File: config.mk
export PLATFORM = sky130hd
export DESIGN_NAME = draw_sequencer
export DESIGN_NICKNAME = d
export VERILOG_FILES = /design/src/rtl/draw_pkg.sv /design/src/rtl/sprite_scanner.sv /design/src/rtl/draw_sequencer.sv
export SDC_FILE = /design/constraint.sdc
export NUM_CORES = 1
export LEC_CHECK = 0
export ABC_CLOCK_PERIOD_IN_PS = 9230
export CORE_MARGIN = 5
export CORE_UTILIZATION = 58
export DETAILED_ROUTE_END_ITERATION = 12
export PLACE_DENSITY = 0.95
export SLEW_MARGIN = 10
export SYNTH_ARGS = -nofsm -noshare
export SYNTH_HDL_FRONTEND = slang
export SYNTH_SLANG_ARGS = --single-unit
File: constraint.sdc
create_clock -name clock -period 9.23 [get_ports clock]
set_input_delay 1.846 -clock clock [delete_from_list [all_inputs] [get_ports clock]]
set_output_delay 1.846 -clock clock [all_outputs]
set_load 0.01 [all_outputs]
File: src/rtl/draw_pkg.sv
// Shared constants for the draw sequencer: packed draw-word layout, screen
// limits, mux select codes, FSM state type and the per-frame sprite order.
package draw_pkg;

    // Packed draw word {x[17:10], y[9:3], colour[2:0]}
    localparam int X_W    = 8;
    localparam int Y_W    = 7;
    localparam int C_W    = 3;
    localparam int WORD_W = X_W + Y_W + C_W;
    localparam int X_LSB  = Y_W + C_W;
    localparam int Y_LSB  = C_W;
    localparam int C_LSB  = 0;

    // Visible screen limits (inclusive)
    localparam int X_MAX = 159;
    localparam int Y_MAX = 119;

    // Raster counter width, enough for sprite sizes up to 16
    localparam int CNT_W = 4;

    // Source mux select codes
    localparam int SEL_W = 3;
    localparam logic [SEL_W-1:0] SEL_EGG1     = 3'b000;
    localparam logic [SEL_W-1:0] SEL_EGG2     = 3'b001;
    localparam logic [SEL_W-1:0] SEL_EGG3     = 3'b010;
    localparam logic [SEL_W-1:0] SEL_BLACK    = 3'b011;
    localparam logic [SEL_W-1:0] SEL_PLYR     = 3'b100;
    localparam logic [SEL_W-1:0] SEL_GAMEOVER = 3'b110;

    // Sprites per frame, minus one (index of the final sprite)
    localparam logic [2:0] LAST_IDX_NORMAL   = 3'd4;
    localparam logic [2:0] LAST_IDX_GAMEOVER = 3'd0;

    typedef enum logic [2:0] {
        IDLE,
        SELECT,
        LATCH,
        DRAW,
        DONE
    } state_t;

    // Select code of the idx-th sprite drawn in a frame. The black clear
    // block goes first so the moving sprites are painted over it.
    function automatic logic [SEL_W-1:0] sel_code(input logic game_over,
                                                  input logic [2:0] idx);
        logic [SEL_W-1:0] code;
        if (game_over) begin
            code = SEL_GAMEOVER;
        end else begin
            case (idx)
                3'd0:    code = SEL_BLACK;
                3'd1:    code = SEL_EGG1;
                3'd2:    code = SEL_EGG2;
                3'd3:    code = SEL_EGG3;
                default: code = SEL_PLYR;
            endcase
        end
        return code;
    endfunction

endpackage

File: src/rtl/sprite_scanner.sv
// Raster walker for one sprite: holds the latched base position and the
// dx/dy counters, and reports the coordinates, in-bounds flag and
// last-pixel flag. The coordinate outputs describe the pixel the counters
// will hold after the coming edge, so the owner can register them straight
// into its pixel outputs without an extra pipeline stage.
module sprite_scanner
    import draw_pkg::*;
#(
    parameter int SPRITE_W = 4,
    parameter int SPRITE_H = 4,
    parameter int X_LIMIT  = 159,
    parameter int Y_LIMIT  = 119
) (
    input  logic           clock,
    input  logic           reset,
    input  logic           load,
    input  logic           advance,
    input  logic [X_W-1:0] base_x_in,
    input  logic [Y_W-1:0] base_y_in,
    output logic [X_W:0]   pix_x,
    output logic [Y_W:0]   pix_y,
    output logic           in_bounds,
    output logic           last_pixel
);

    logic [X_W-1:0]   base_x_q, base_x_d;
    logic [Y_W-1:0]   base_y_q, base_y_d;
    logic [CNT_W-1:0] dx_q, dx_d;
    logic [CNT_W-1:0] dy_q, dy_d;

    // Next base/counter values: load restarts the raster, advance steps it
    always_comb begin
        base_x_d = base_x_q;
        base_y_d = base_y_q;
        dx_d     = dx_q;
        dy_d     = dy_q;
        if (load) begin
            base_x_d = base_x_in;
            base_y_d = base_y_in;
            dx_d     = '0;
            dy_d     = '0;
        end else if (advance) begin
            if (dx_q == CNT_W'(SPRITE_W - 1)) begin
                dx_d = '0;
                dy_d = (dy_q == CNT_W'(SPRITE_H - 1)) ? '0 : dy_q + 1'b1;
            end else begin
                dx_d = dx_q + 1'b1;
            end
        end
    end

    // Base and raster counter registers
    always_ff @(posedge clock) begin
        if (reset) begin
            base_x_q <= '0;
            base_y_q <= '0;
            dx_q     <= '0;
            dy_q     <= '0;
        end else begin
            base_x_q <= base_x_d;
            base_y_q <= base_y_d;
            dx_q     <= dx_d;
            dy_q     <= dy_d;
        end
    end

    // One extra bit on each sum so off-screen pixels are detected, not wrapped
    always_comb begin
        pix_x      = (X_W + 1)'(base_x_d) + (X_W + 1)'(dx_d);
        pix_y      = (Y_W + 1)'(base_y_d) + (Y_W + 1)'(dy_d);
        in_bounds  = (pix_x <= (X_W + 1)'(X_LIMIT)) && (pix_y <= (Y_W + 1)'(Y_LIMIT));
        last_pixel = (dx_q == CNT_W'(SPRITE_W - 1)) && (dy_q == CNT_W'(SPRITE_H - 1));
    end

endmodule

File: src/rtl/draw_sequencer.sv
// Per-frame draw sequencer: walks the source mux through every active
// sprite, latches each packed draw word and rasterises a SPRITE_W x SPRITE_H
// block into the VGA adapter, one pixel per clock.
module draw_sequencer #(
    parameter int SPRITE_W = 4,
    parameter int SPRITE_H = 4,
    parameter int X_MAX    = draw_pkg::X_MAX,
    parameter int Y_MAX    = draw_pkg::Y_MAX
) (
    input  logic                        clock,
    input  logic                        reset,
    input  logic                        start,
    input  logic                        game_over,
    input  logic [draw_pkg::WORD_W-1:0] mux_out,
    output logic [draw_pkg::SEL_W-1:0]  mux_select,
    output logic [draw_pkg::X_W-1:0]    x_vga,
    output logic [draw_pkg::Y_W-1:0]    y_vga,
    output logic [draw_pkg::C_W-1:0]    colour_vga,
    output logic                        plot,
    output logic                        busy,
    output logic                        done
);

    import draw_pkg::*;

    state_t           state_q, state_d;
    logic             game_over_q, game_over_d;
    logic [2:0]       index_q, index_d;
    logic [C_W-1:0]   col_q, col_d;
    logic [SEL_W-1:0] mux_select_q, mux_select_d;
    logic [X_W-1:0]   x_vga_q, x_vga_d;
    logic [Y_W-1:0]   y_vga_q, y_vga_d;
    logic [C_W-1:0]   colour_vga_q, colour_vga_d;
    logic             plot_q, plot_d;
    logic             busy_q, busy_d;
    logic             done_q, done_d;

    logic             scan_load;
    logic             scan_advance;
    logic [X_W:0]     scan_x;
    logic [Y_W:0]     scan_y;
    logic             scan_in_bounds;
    logic             scan_last;
    logic [2:0]       last_idx;

    // mux_out is only looked at in LATCH; the scanner ignores it otherwise
    assign scan_load    = (state_q == LATCH);
    assign scan_advance = (state_q == DRAW) && !scan_last;
    assign last_idx     = game_over_q ? LAST_IDX_GAMEOVER : LAST_IDX_NORMAL;

    sprite_scanner #(
        .SPRITE_W (SPRITE_W),
        .SPRITE_H (SPRITE_H),
        .X_LIMIT  (X_MAX),
        .Y_LIMIT  (Y_MAX)
    ) u_scanner (
        .clock      (clock),
        .reset      (reset),
        .load       (scan_load),
        .advance    (scan_advance),
        .base_x_in  (mux_out[X_LSB +: X_W]),
        .base_y_in  (mux_out[Y_LSB +: Y_W]),
        .pix_x      (scan_x),
        .pix_y      (scan_y),
        .in_bounds  (scan_in_bounds),
        .last_pixel (scan_last)
    );

    // Next-state and registered-output logic
    always_comb begin
        state_d      = state_q;
        game_over_d  = game_over_q;
        index_d      = index_q;
        col_d        = col_q;
        mux_select_d = mux_select_q;
        x_vga_d      = x_vga_q;
        y_vga_d      = y_vga_q;
        colour_vga_d = colour_vga_q;
        plot_d       = 1'b0;
        busy_d       = busy_q;
        done_d       = 1'b0;

        case (state_q)
            IDLE: begin
                if (start) begin
                    game_over_d  = game_over;
                    index_d      = 3'd0;
                    mux_select_d = sel_code(game_over, 3'd0);
                    busy_d       = 1'b1;
                    state_d      = SELECT;
                end
            end
            SELECT: begin
                // One cycle for the mux output to settle on the new select
                state_d = LATCH;
            end
            LATCH: begin
                // The first pixel goes out in the cycle right after the latch
                col_d        = mux_out[C_LSB +: C_W];
                x_vga_d      = scan_x[X_W-1:0];
                y_vga_d      = scan_y[Y_W-1:0];
                colour_vga_d = mux_out[C_LSB +: C_W];
                plot_d       = scan_in_bounds;
                state_d      = DRAW;
            end
            DRAW: begin
                if (scan_last) begin
                    if (index_q == last_idx) begin
                        busy_d  = 1'b0;
                        done_d  = 1'b1;
                        state_d = DONE;
                    end else begin
                        index_d      = index_q + 3'd1;
                        mux_select_d = sel_code(game_over_q, index_q + 3'd1);
                        state_d      = SELECT;
                    end
                end else begin
                    // Clipped pixels keep their cycle so frame timing is fixed
                    x_vga_d      = scan_x[X_W-1:0];
                    y_vga_d      = scan_y[Y_W-1:0];
                    colour_vga_d = col_q;
                    plot_d       = scan_in_bounds;
                end
            end
            DONE: begin
                state_d = IDLE;
            end
            default: begin
                state_d = IDLE;
            end
        endcase
    end

    // State and output registers
    always_ff @(posedge clock) begin
        if (reset) begin
            state_q      <= IDLE;
            game_over_q  <= 1'b0;
            index_q      <= 3'd0;
            col_q        <= '0;
            mux_select_q <= '0;
            x_vga_q      <= '0;
            y_vga_q      <= '0;
            colour_vga_q <= '0;
            plot_q       <= 1'b0;
            busy_q       <= 1'b0;
            done_q       <= 1'b0;
        end else begin
            state_q      <= state_d;
            game_over_q  <= game_over_d;
            index_q      <= index_d;
            col_q        <= col_d;
            mux_select_q <= mux_select_d;
            x_vga_q      <= x_vga_d;
            y_vga_q      <= y_vga_d;
            colour_vga_q <= colour_vga_d;
            plot_q       <= plot_d;
            busy_q       <= busy_d;
            done_q       <= done_d;
        end
    end

    assign mux_select = mux_select_q;
    assign x_vga      = x_vga_q;
    assign y_vga      = y_vga_q;
    assign colour_vga = colour_vga_q;
    assign plot       = plot_q;
    assign busy       = busy_q;
    assign done       = done_q;

endmodule

==> results_dict.tcl, run 1 <==
set metrics [dict create \
    status "complete, no violations" \
    cp-start-kind "input port" \
    path_buf_inv 1 \
    grt_overflow 0 \
    end_kind "flip-flop" \
    critPathKind "in -> reg" \
    die_area_mm2 0.00669 \
    maxSlewHeadroom_pct 30.9 \
    worstMarginPinSlew_ps 1040 \
    final_max_slew_viol_count 0 \
    min_to "y_vga[1]$_SDFFE_PP0P_" \
    grt_pass1_wl_um 11600 \
    min_from "y_vga[1]$_SDFFE_PP0P_" \
    hpwl_um 4910 \
    clk_latency_ps 340 \
    core_area_mm2 0.00504 \
    clk_pin_slew_ps 70 \
    port_buffers 45 \
    hold_viol_final 0 \
    cts_root_buf "clkbuf_8" \
    power_density_mw_per_mm2 160 \
    drt_iter0_drc 172 \
    viasPerCell 5.77 \
    drt_pre_antenna_iters 4 \
    skew_ps 5.78 \
    max-clock-path-buffers 2 \
    drc_errors 0 \
    r2r-end "plot$_SDFF_PP0_" \
    post_route_cells_drive_above_1_share_pct 7.83 \
    wl_per_cell_um 15.2 \
    power_leakage_uw 0.00139 \
    peakVddDrop_mv 0.109 \
    gr-usage-all-layers_pct 22.7 \
    synth_cells 353 \
    cts_tree "yes" \
    ys_warn_count 0 \
    final.setup.worst_slack_ps 5160 \
    pre_cts_slack_ps 4830 \
    synth_area_mm2 0.00299 \
    period_minus_slack_ps 4070 \
    die_h_um 81.8 \
    yosysSeqAreaShare_pct 38.2 \
    fmax_mhz 246 \
    fill_cells 392 \
    cts.repair.resized 0 \
    antenna_found_initial 0 \
    critPathMaxStageDelay_ps 440 \
    crit_chain "clkdlybuf4s50_1 > nand2_1 > nand2_1 > ha_1 > fa_1 > a21o_1 > a21oi_1 > nor2_1 > nor2_2 > a2111oi_4 > a221oi_2 > a2111oi_1" \
    cts_buffers 9 \
    p_total_uw 577 \
    grt_max_degree 60 \
    gp_congestion 0.848 \
    final_common_cell "dfxtp_1" \
    rr_worst_depth 15 \
    ctsHoldBuffers 0 \
    fin_crit_sh_pct 44.1 \
    cap_violations 0 \
    ys_ff_latch 57 \
    area_growth_pct 20.6 \
    clock-sinks 57 \
    hold_depth 2 \
    row_count 26 \
    wl_um 7090 \
    timing.reg2reg.setup_slack_ps 5450 \
    holdCritPathClass "reg -> reg" \
    vias 2690 \
    synth.net_count 393 \
    first_global_vias 2679 \
    final_nets 431 \
    h-tree-depth 3 \
    crit_family "compound AO/OA/AOI/OAI gates" \
    n_antenna_cell 0 \
    cp.required_ps 9430 \
    postCtsSetupBuffers 0 \
    rsz0062_at_grt "no" \
    ant_nets 0 \
    io_pins 46 \
    tns_ps 0 \
    cp_data_arrival_time_ps 4270 \
    ys_types 55 \
    worstPathMaxFanout 5 \
    setup_viol 0 \
    timing.rr.start "state_q[0]$_SDFFE_PP0P_" \
    worst_path_most_repeated_cell "nand2_1" \
    die_w_um 81.8 \
    cp_slowest_cell "a21oi_1" \
    final_cell_mix "57 x dfxtp_1, 56 x nand2_1, 52 x nor2_1, 44 x clkdlybuf4s50_1, 29 x a21oi_1" \
    syn-mean-instance-area_um2 8.46 \
    start_util_pct 59.3 \
]
where the power goes:
| group | internal [µW] | total [µW] | switching (µW) |
|---|---|---|---|
| sequential | 261 | 270 | 9.49 |
| clock | 102 | 203 | 101 |
| combinational | 46.7 | 104 | 57.1 |
| total | 410 | 577 | 168 |
layout make-up:
cell class	instances	area [µm²]	area share (%)
clock buffer	10	138	3.82
timing repair buffer	46	453	12.6
multi-input combinational	273	1740	48.2
inverter	4	15.0	0.417
sequential	57	1140	31.7
clock inverter	6	33.8	0.937
tap	70	87.6	2.43
cells by family (layout without fill, tap and decap cells):
logic type      after synthesis  in the layout  share of synthesized area, %
mux                          12             12                          4.15
fa+ha+maj                    18             18                          8.04
flops                        57             57                          38.2
compound gates               65             65                          15.2
xor+xnor                     16             16                          5.32
buf+inv                      23             66                          3.89
simple gates                162            162                          25.3
metrics by stage:
step	util [%]	hold slack (ps)	cells	area [µm²]
2_1_floorplan	-	437	353	2990
3_3_place_gp	68.1	439	450	3430
3_5_place_dp	68.1	448	450	3430
4_1_cts	71.5	456	466	3600
5_1_grt	71.5	482	466	3600
6_report	71.5	456	466	3600
worst reg2reg max path, stage by stage (launching register included):
cell and delay [ps]:
dfxtp_1 540, nand2_1 120, nor2_1 380, nand2_1 160
nor2_1 260, xnor2_1 190, nor2_1 70, ha_1 240
fa_1 420, a21o_1 200, a21oi_1 440, nor2_1 100
nor2_2 150, a2111oi_4 70, a221oi_2 220, a2111oi_1 90
synthesized netlist by cell type, drive strengths merged:
| cell | count | share of area [%] |
|---|---|---|
| o22a | 1 | 0.29 |
| or3 | 3 | 0.63 |
| xor2 | 6 | 1.8 |
| nor2 | 53 | 6.7 |
| or3b | 2 | 0.67 |
| a2111o | 1 | 0.38 |
| nand2 | 56 | 7.0 |
| a31oi | 1 | 0.21 |
| nand4 | 2 | 0.42 |
| o21ai | 9 | 2.0 |
| nor2b | 2 | 0.42 |
| clkbuf | 13 | 1.6 |
| fa | 2 | 1.3 |
| xnor2 | 10 | 3.6 |
| or2 | 1 | 0.21 |
| o31ai | 2 | 0.50 |
| nor4b | 1 | 0.29 |
| nor3b | 4 | 1.2 |
| nor3 | 12 | 2.0 |
| or4 | 1 | 0.38 |
| a311oi | 3 | 0.88 |
| nand3b | 7 | 1.8 |
| ha | 16 | 6.7 |
| nand2b | 3 | 0.63 |
| a2111oi | 3 | 1.5 |
| nor4 | 2 | 0.42 |
| dfxtp | 57 | 38 |
| mux2i | 12 | 4.1 |
| o21a | 1 | 0.25 |
| a211oi | 8 | 2.0 |
| nand3 | 10 | 1.8 |
| a311o | 1 | 0.34 |
| buf | 6 | 1.8 |
| o21bai | 1 | 0.25 |
| o31a | 1 | 0.34 |
| o211ai | 1 | 0.25 |
| inv | 4 | 0.50 |
| and3 | 3 | 0.63 |
| a21o | 1 | 0.25 |
| a41oi | 1 | 0.29 |
| a21oi | 29 | 4.9 |
| a221oi | 1 | 0.50 |
metal layers:
layer  track usage [%]  vias to the layer above  part of all wire, %
met4              10.6                        0                  2.1
li1                  -                     1312                    -
met3              5.81                       17                  6.7
met2              40.4                       96                   51
met5                 0                        -                    0
met1              25.1                     1265                   41
state kept, by name, summed over array words and instances (netlist names), 3 cells and up:
register and flops:
x_vga 8, u_scanner.base_y_q 7, u_scanner.base_x_q 8, u_scanner.dy_q 4, y_vga 7, colour_vga 3, u_scanner.dx_q 4, state_q 3
mux_select 3, col_q 3, index_q 3
worst max-delay path by stage:
stage               start               to  slack [ps]  cells past startpoint
6_report       mux_out[3]  plot$_SDFF_PP0_        5160                     12
5_1_grt        mux_out[3]  plot$_SDFF_PP0_        4980                     12
4_1_cts        mux_out[3]  plot$_SDFF_PP0_        5170                     12
3_5_place_dp   mux_out[3]  plot$_SDFF_PP0_        4830                     12
3_3_place_gp   mux_out[3]  plot$_SDFF_PP0_        4910                     12
2_1_floorplan  mux_out[3]  plot$_SDFF_PP0_        5450                      9
Power figures use the tool's default switching activity.
==> inputs of run 2 (changes only) <==
ABC_CLOCK_PERIOD_IN_PS = 3400   (was 9230)
CORE_UTILIZATION = 49   (was 58)
PLACE_DENSITY = 0.88   (was 0.95)
clock period = 3.4 ns   (was 9.23 ns; I/O delays follow)
==> results_dict.tcl, run 2 (synthesized netlist as in run 1, its figures left out) <==
set metrics [dict create \
    status "complete, no violations" \
    grt.met1_usage_pct 24.1 \
    period_minus_slack_ps 3200 \
    cp-start-kind "flip-flop" \
    utilization_pct 63.6 \
    drc_errors 0 \
    post_route_cells_drive_above_1_share_pct 11.6 \
    final_nets 441 \
    viasPerCell 5.49 \
    critPathMaxStageDelay_ps 410 \
    fill_cells 486 \
    die_area_mm2 0.00776 \
    cp_data_arrival_time_ps 3410 \
    grt.busiest_layer "met2" \
    cp_slowest_cell "fa_1" \
    cp.required_ps 3610 \
    final_cell_mix "57 x dfxtp_1, 55 x nand2_1, 51 x nor2_1, 44 x clkdlybuf4s50_1, 28 x a21oi_1" \
    power_leakage_uw 0.00145 \
    antenna_found_initial 0 \
    worstMarginPinSlew_ps 846 \
    power_density_mw_per_mm2 439 \
    row_count 28 \
    h-tree-depth 3 \
    io_pins 46 \
    cp-startpoint "u_scanner.dx_q[0]$_SDFF_PP0_" \
    area_growth_pct 26.1 \
    cap_violations 0 \
    end_kind "flip-flop" \
    fmax_mhz 313 \
    fin_crit_sh_pct 94.0 \
    core_area_mm2 0.00592 \
    clock-sinks 57 \
    peakVddDrop_mv 0.256 \
    vias 2635 \
    max-clock-path-buffers 2 \
    timing.rr.start "u_scanner.dx_q[0]$_SDFF_PP0_" \
    hold_viol_final 0 \
    gp_congestion 0.925 \
    ant_nets 0 \
    maxSlewHeadroom_pct 43.4 \
    die_w_um 88.1 \
    hpwl_um 5090 \
    worst_path_most_repeated_cell "nor2_1" \
    wl_per_cell_um 14.4 \
    drt_iter0_drc 122 \
    start_util_pct 50.5 \
    final_common_cell "dfxtp_1" \
    grtUsageMet3_pct 6.11 \
    gr-usage-all-layers_pct 19.4 \
    worstPathMaxFanout 4 \
    ctsHoldBuffers 0 \
    multi_input_area_mm2 0.00178 \
    grt_pass1_wl_um 11800 \
    wl_um 6910 \
    port_buffers 45 \
    setup_viol 0 \
    first_global_vias 2614 \
    clk_pin_slew_ps 60 \
    min_from "y_vga[1]$_SDFFE_PP0P_" \
    critPathKind "reg -> reg" \
    grt_overflow 0 \
    place_inst 465 \
    final_max_slew_viol_count 0 \
    postCtsSetupBuffers 0 \
    drt_pre_antenna_iters 4 \
    cts_root_buf "clkbuf_8" \
    cts.repair.resized 0 \
    cts_tree "yes" \
    holdCritPathClass "reg -> reg" \
    grt_use_met2_pct 32.0 \
    cts_buffers 9 \
    n_antenna_cell 0 \
    crit_chain "ha_2 > nor3b_4 > nand3_2 > nand2_2 > nor2_4 > xnor2_1 > nor2_1 > ha_1 > fa_1 > a21o_1 > a21oi_2 > nor2_1 > nor2_2 > a2111oi_4 > a221oi_2 > a2111oi_2" \
    die_h_um 88.1 \
    skew_ps 5.24 \
    clk_latency_ps 340 \
    register_area_mm2 0.00114 \
    grt_max_degree 32 \
    fin_cells 480 \
]
## run 2: cell types whose count changed in the layout (fill, tap and decap cells not counted), sizes merged
cell	previous run	this run
buf	2	12
bufinv	0	1
clkbuf	10	12
clkinv	6	2
## run 2: final cells by class
type | count | share of cell area [%]
Multi-Input combinational cell | 273 | 47.3
Sequential cell | 57 | 30.3
Timing Repair Buffer | 56 | 14.3
Clock buffer | 12 | 4.12
Tap cell | 75 | 2.49
Clock inverter | 3 | 1.06
Inverter | 4 | 0.399
## run 2: report_power, final
part	switching (µW)	leakage, µW	total [µW]	internal (µW)
sequential	23.1	0.000464	731	708
combinational	161	0.000881	302	140
clock	250	0.000102	621	372
## run 2: final timing paths
kind	end	cells past startpoint	slack, ps
hold / removal	y_vga[1]$_SDFFE_PP0P_	2	450
hold reg to reg	y_vga[1]$_SDFFE_PP0P_	2	450
setup / recovery	plot$_SDFF_PP0_	16	200
setup reg to reg	plot$_SDFF_PP0_	16	200
## run 2: per-layer routing
layer | part of all wire [%] | vias to the layer above
met5 | 0 | -
met4 | 1.1 | 0
met3 | 6.3 | 10
met2 | 49 | 71
met1 | 43 | 1231
li1 | - | 1323
## run 2: critical path, delay by kind of cell, from the launching register on
| family | cells | cell delay (ps) |
|---|---|---|
| adder cells (fa/ha/maj) | 3 | 890 |
| AND/OR/NAND/NOR | 7 | 820 |
| AO/OA/AOI/OAI | 5 | 760 |
| flip-flops | 1 | 390 |
| XOR/XNOR | 1 | 190 |
## run 2: stage by stage
step                      setup WS [ps]  TNS (ps)  hold slack [ps]  area [µm²]  power, µW
after global placement              209         0              442        3530       1040
after floorplan                     103         0              437        2990        923
after CTS                          44.2         0              455        3720       1670
after global routing              -48.7     -48.7              476        3770       1750
final                               203         0              455        3770       1650
after detailed placement           48.1         0              448        3530       1040
==> inputs of run 3 (changes only) <==
CORE_ASPECT_RATIO = 1.5   (was unset)
==> results_dict.tcl, run 3 (synthesized netlist as in run 1, its figures left out) <==
set metrics [dict create \
    vias 2656 \
    core_area_mm2 0.00587 \
    route.met2.wl_um 4040 \
    final_common_cell "dfxtp_1" \
    worstMarginPinSlew_ps 869 \
    cp.depth 12 \
    max-clock-path-buffers 2 \
    dr_wl_met3_um 276 \
    top_layer_used "met4" \
    clock-sinks 57 \
    viasPerCell 5.57 \
    antenna_found_initial 0 \
    first_global_vias 2659 \
    row_count 34 \
    cap_violations 0 \
    p_total_uw 1570 \
    internal-power_uw 1140 \
    area_growth_pct 25.0 \
    cts_root_buf "clkbuf_8" \
    drc_errors 0 \
    peakVddDrop_mv 0.223 \
    hold_viol_final 0 \
    cts_tree "yes" \
    final_max_slew_viol_count 0 \
    path_buf_inv 0 \
    maxSlewHeadroom_pct 41.9 \
    wl_per_cell_um 15.2 \
    crit_chain "ha_2 > nor3b_4 > and3_2 > nor2_2 > nand4_1 > xor2_2 > nor2_1 > ha_1 > nand2b_1 > o31a_2 > a311o_1 > a2111oi_2" \
    power_density_mw_per_mm2 422 \
    die_area_mm2 0.00779 \
    port_buffers 45 \
    critPathKind "reg -> reg" \
    start_util_pct 50.9 \
    gr-usage-all-layers_pct 19.4 \
    drt_pre_antenna_iters 4 \
    stdcell_area_mm2 0.00373 \
    final_cell_mix "56 x dfxtp_1, 55 x nand2_1, 50 x nor2_1, 44 x clkdlybuf4s50_1, 28 x a21oi_1" \
    cp-start-kind "flip-flop" \
    io_pins 46 \
    fin_crit_sh_pct 95.3 \
    p_sw_share_pct 27.3 \
    status "complete, no violations" \
    power_leakage_uw 0.00143 \
    skew_ps 4.38 \
    final_nets 442 \
    end_kind "flip-flop" \
    critPathMaxStageDelay_ps 390 \
    n_antenna_cell 0 \
    gp_congestion 0.895 \
    seqPwrFrac_pct 46.5 \
    hpwl_um 5270 \
    pre_cts_slack_ps -77.6 \
    timing.rr.start "u_scanner.dx_q[0]$_SDFF_PP0_" \
    drt_iter0_drc 165 \
    cp_data_arrival_time_ps 3460 \
    final.setup.worst_slack_ps 158 \
    grt_pass1_wl_um 11900 \
    holdCritPathClass "reg -> reg" \
    die_h_um 106 \
    post_route_cells_drive_above_1_share_pct 12.1 \
    crit_path_end "plot$_SDFF_PP0_" \
    dpl-instance-area_mm2 0.00352 \
    clk_latency_ps 340 \
    grt_max_degree 33 \
    worstPathMaxFanout 6 \
    utilization_pct 63.6 \
    ctsHoldBuffers 0 \
    period_minus_slack_ps 3240 \
    grt_overflow 0 \
    cp.required_ps 3620 \
    switchingPower_uw 430 \
    pwr-share-clk_pct 34.4 \
    combPwrFrac_pct 19.1 \
    h-tree-depth 3 \
    r2r-end "plot$_SDFF_PP0_" \
    wl_um 7270 \
    fmax_mhz 308 \
    tns_ps 0 \
    cp-startpoint "u_scanner.dx_q[0]$_SDFF_PP0_" \
    die_w_um 73.8 \
    setup_viol 0 \
    wirelength_met1_um 2780 \
    clk_pin_slew_ps 60 \
    cp_slowest_cell "o31a_2" \
    ant_nets 0 \
    rr_worst_depth 12 \
    timing.reg2reg.setup_slack_ps 160 \
    crit_family "compound AO/OA/AOI/OAI gates" \
    cts_buffers 9 \
]
run 3: cell count changes in the layout (fill, tap and decap cells not counted), sizes merged:
cell / change
clkbuf: +2
bufinv: -1
buf: +1
clkinv: -2
run 3: what timing repair did:
item / 4_1_cts / 5_1_grt
pin swaps: 0 / 3
gates cloned: 0 / 0
buffers inserted: 0 / 0
gates resized for setup: 3 / 11
endpoints found under the setup margin: 2 / 3
run 3: worst min-delay path by stage:
| stage | startpoint | to | slack (ps) | cells after the start |
|---|---|---|---|---|
| 2_1_floorplan | col_q[0]$_SDFFE_PP0P_ | col_q[0]$_SDFFE_PP0P_ | 440 | 2 |
| 3_3_place_gp | y_vga[5]$_SDFFE_PP0P_ | y_vga[5]$_SDFFE_PP0P_ | 440 | 2 |
| 3_5_place_dp | x_vga[0]$_SDFFE_PP0P_ | x_vga[0]$_SDFFE_PP0P_ | 440 | 2 |
| 4_1_cts | x_vga[0]$_SDFFE_PP0P_ | x_vga[0]$_SDFFE_PP0P_ | 450 | 2 |
| 5_1_grt | x_vga[2]$_SDFFE_PP0P_ | x_vga[2]$_SDFFE_PP0P_ | 470 | 2 |
| 6_report | x_vga[0]$_SDFFE_PP0P_ | x_vga[0]$_SDFFE_PP0P_ | 450 | 2 |
run 3: final cells by class:
cell class	instances	area, µm²
Clock buffer	14	163
Fill cell	518	2140
Inverter	4	15.0
Multi-Input combinational cell	273	1790
Sequential cell	57	1140
Tap cell	72	90.1
Timing Repair Buffer	57	536
run 3: metal layers:
| metal | up-vias | track usage, % |
|---|---|---|
| met5 | - | 0 |
| met4 | 0 | 8.94 |
| met3 | 17 | 4.29 |
| met2 | 54 | 35.2 |
| met1 | 1263 | 20.5 |
| li1 | 1322 | - |
run 3: power by group through the flow:
stage,Clock [µW],Combinational (µW),Sequential (µW)
after floorplan,0,174,749
after global placement,0,291,744
after detailed placement,0,297,746
after CTS,554,299,731
after global routing,581,330,737
final,541,301,731
run 3: stage by stage:
| stage | hold slack (ps) | std cells |
|---|---|---|
| 2_1_floorplan | 437 | 353 |
| 3_3_place_gp | 439 | 463 |
| 3_5_place_dp | 443 | 463 |
| 4_1_cts | 451 | 477 |
| 5_1_grt | 468 | 477 |
| 6_report | 449 | 477 |
run 3: worst register-to-register path, stage by stage (launching register included):
cell       delay, ps
dfxtp_2          340
ha_2             210
nor3b_4          160
and3_2           240
nor2_2           200
nand4_1          200
xor2_2           200
nor2_1            70
ha_1             350
nand2b_1          90
o31a_2           390
a311o_1          350
a2111oi_2        330
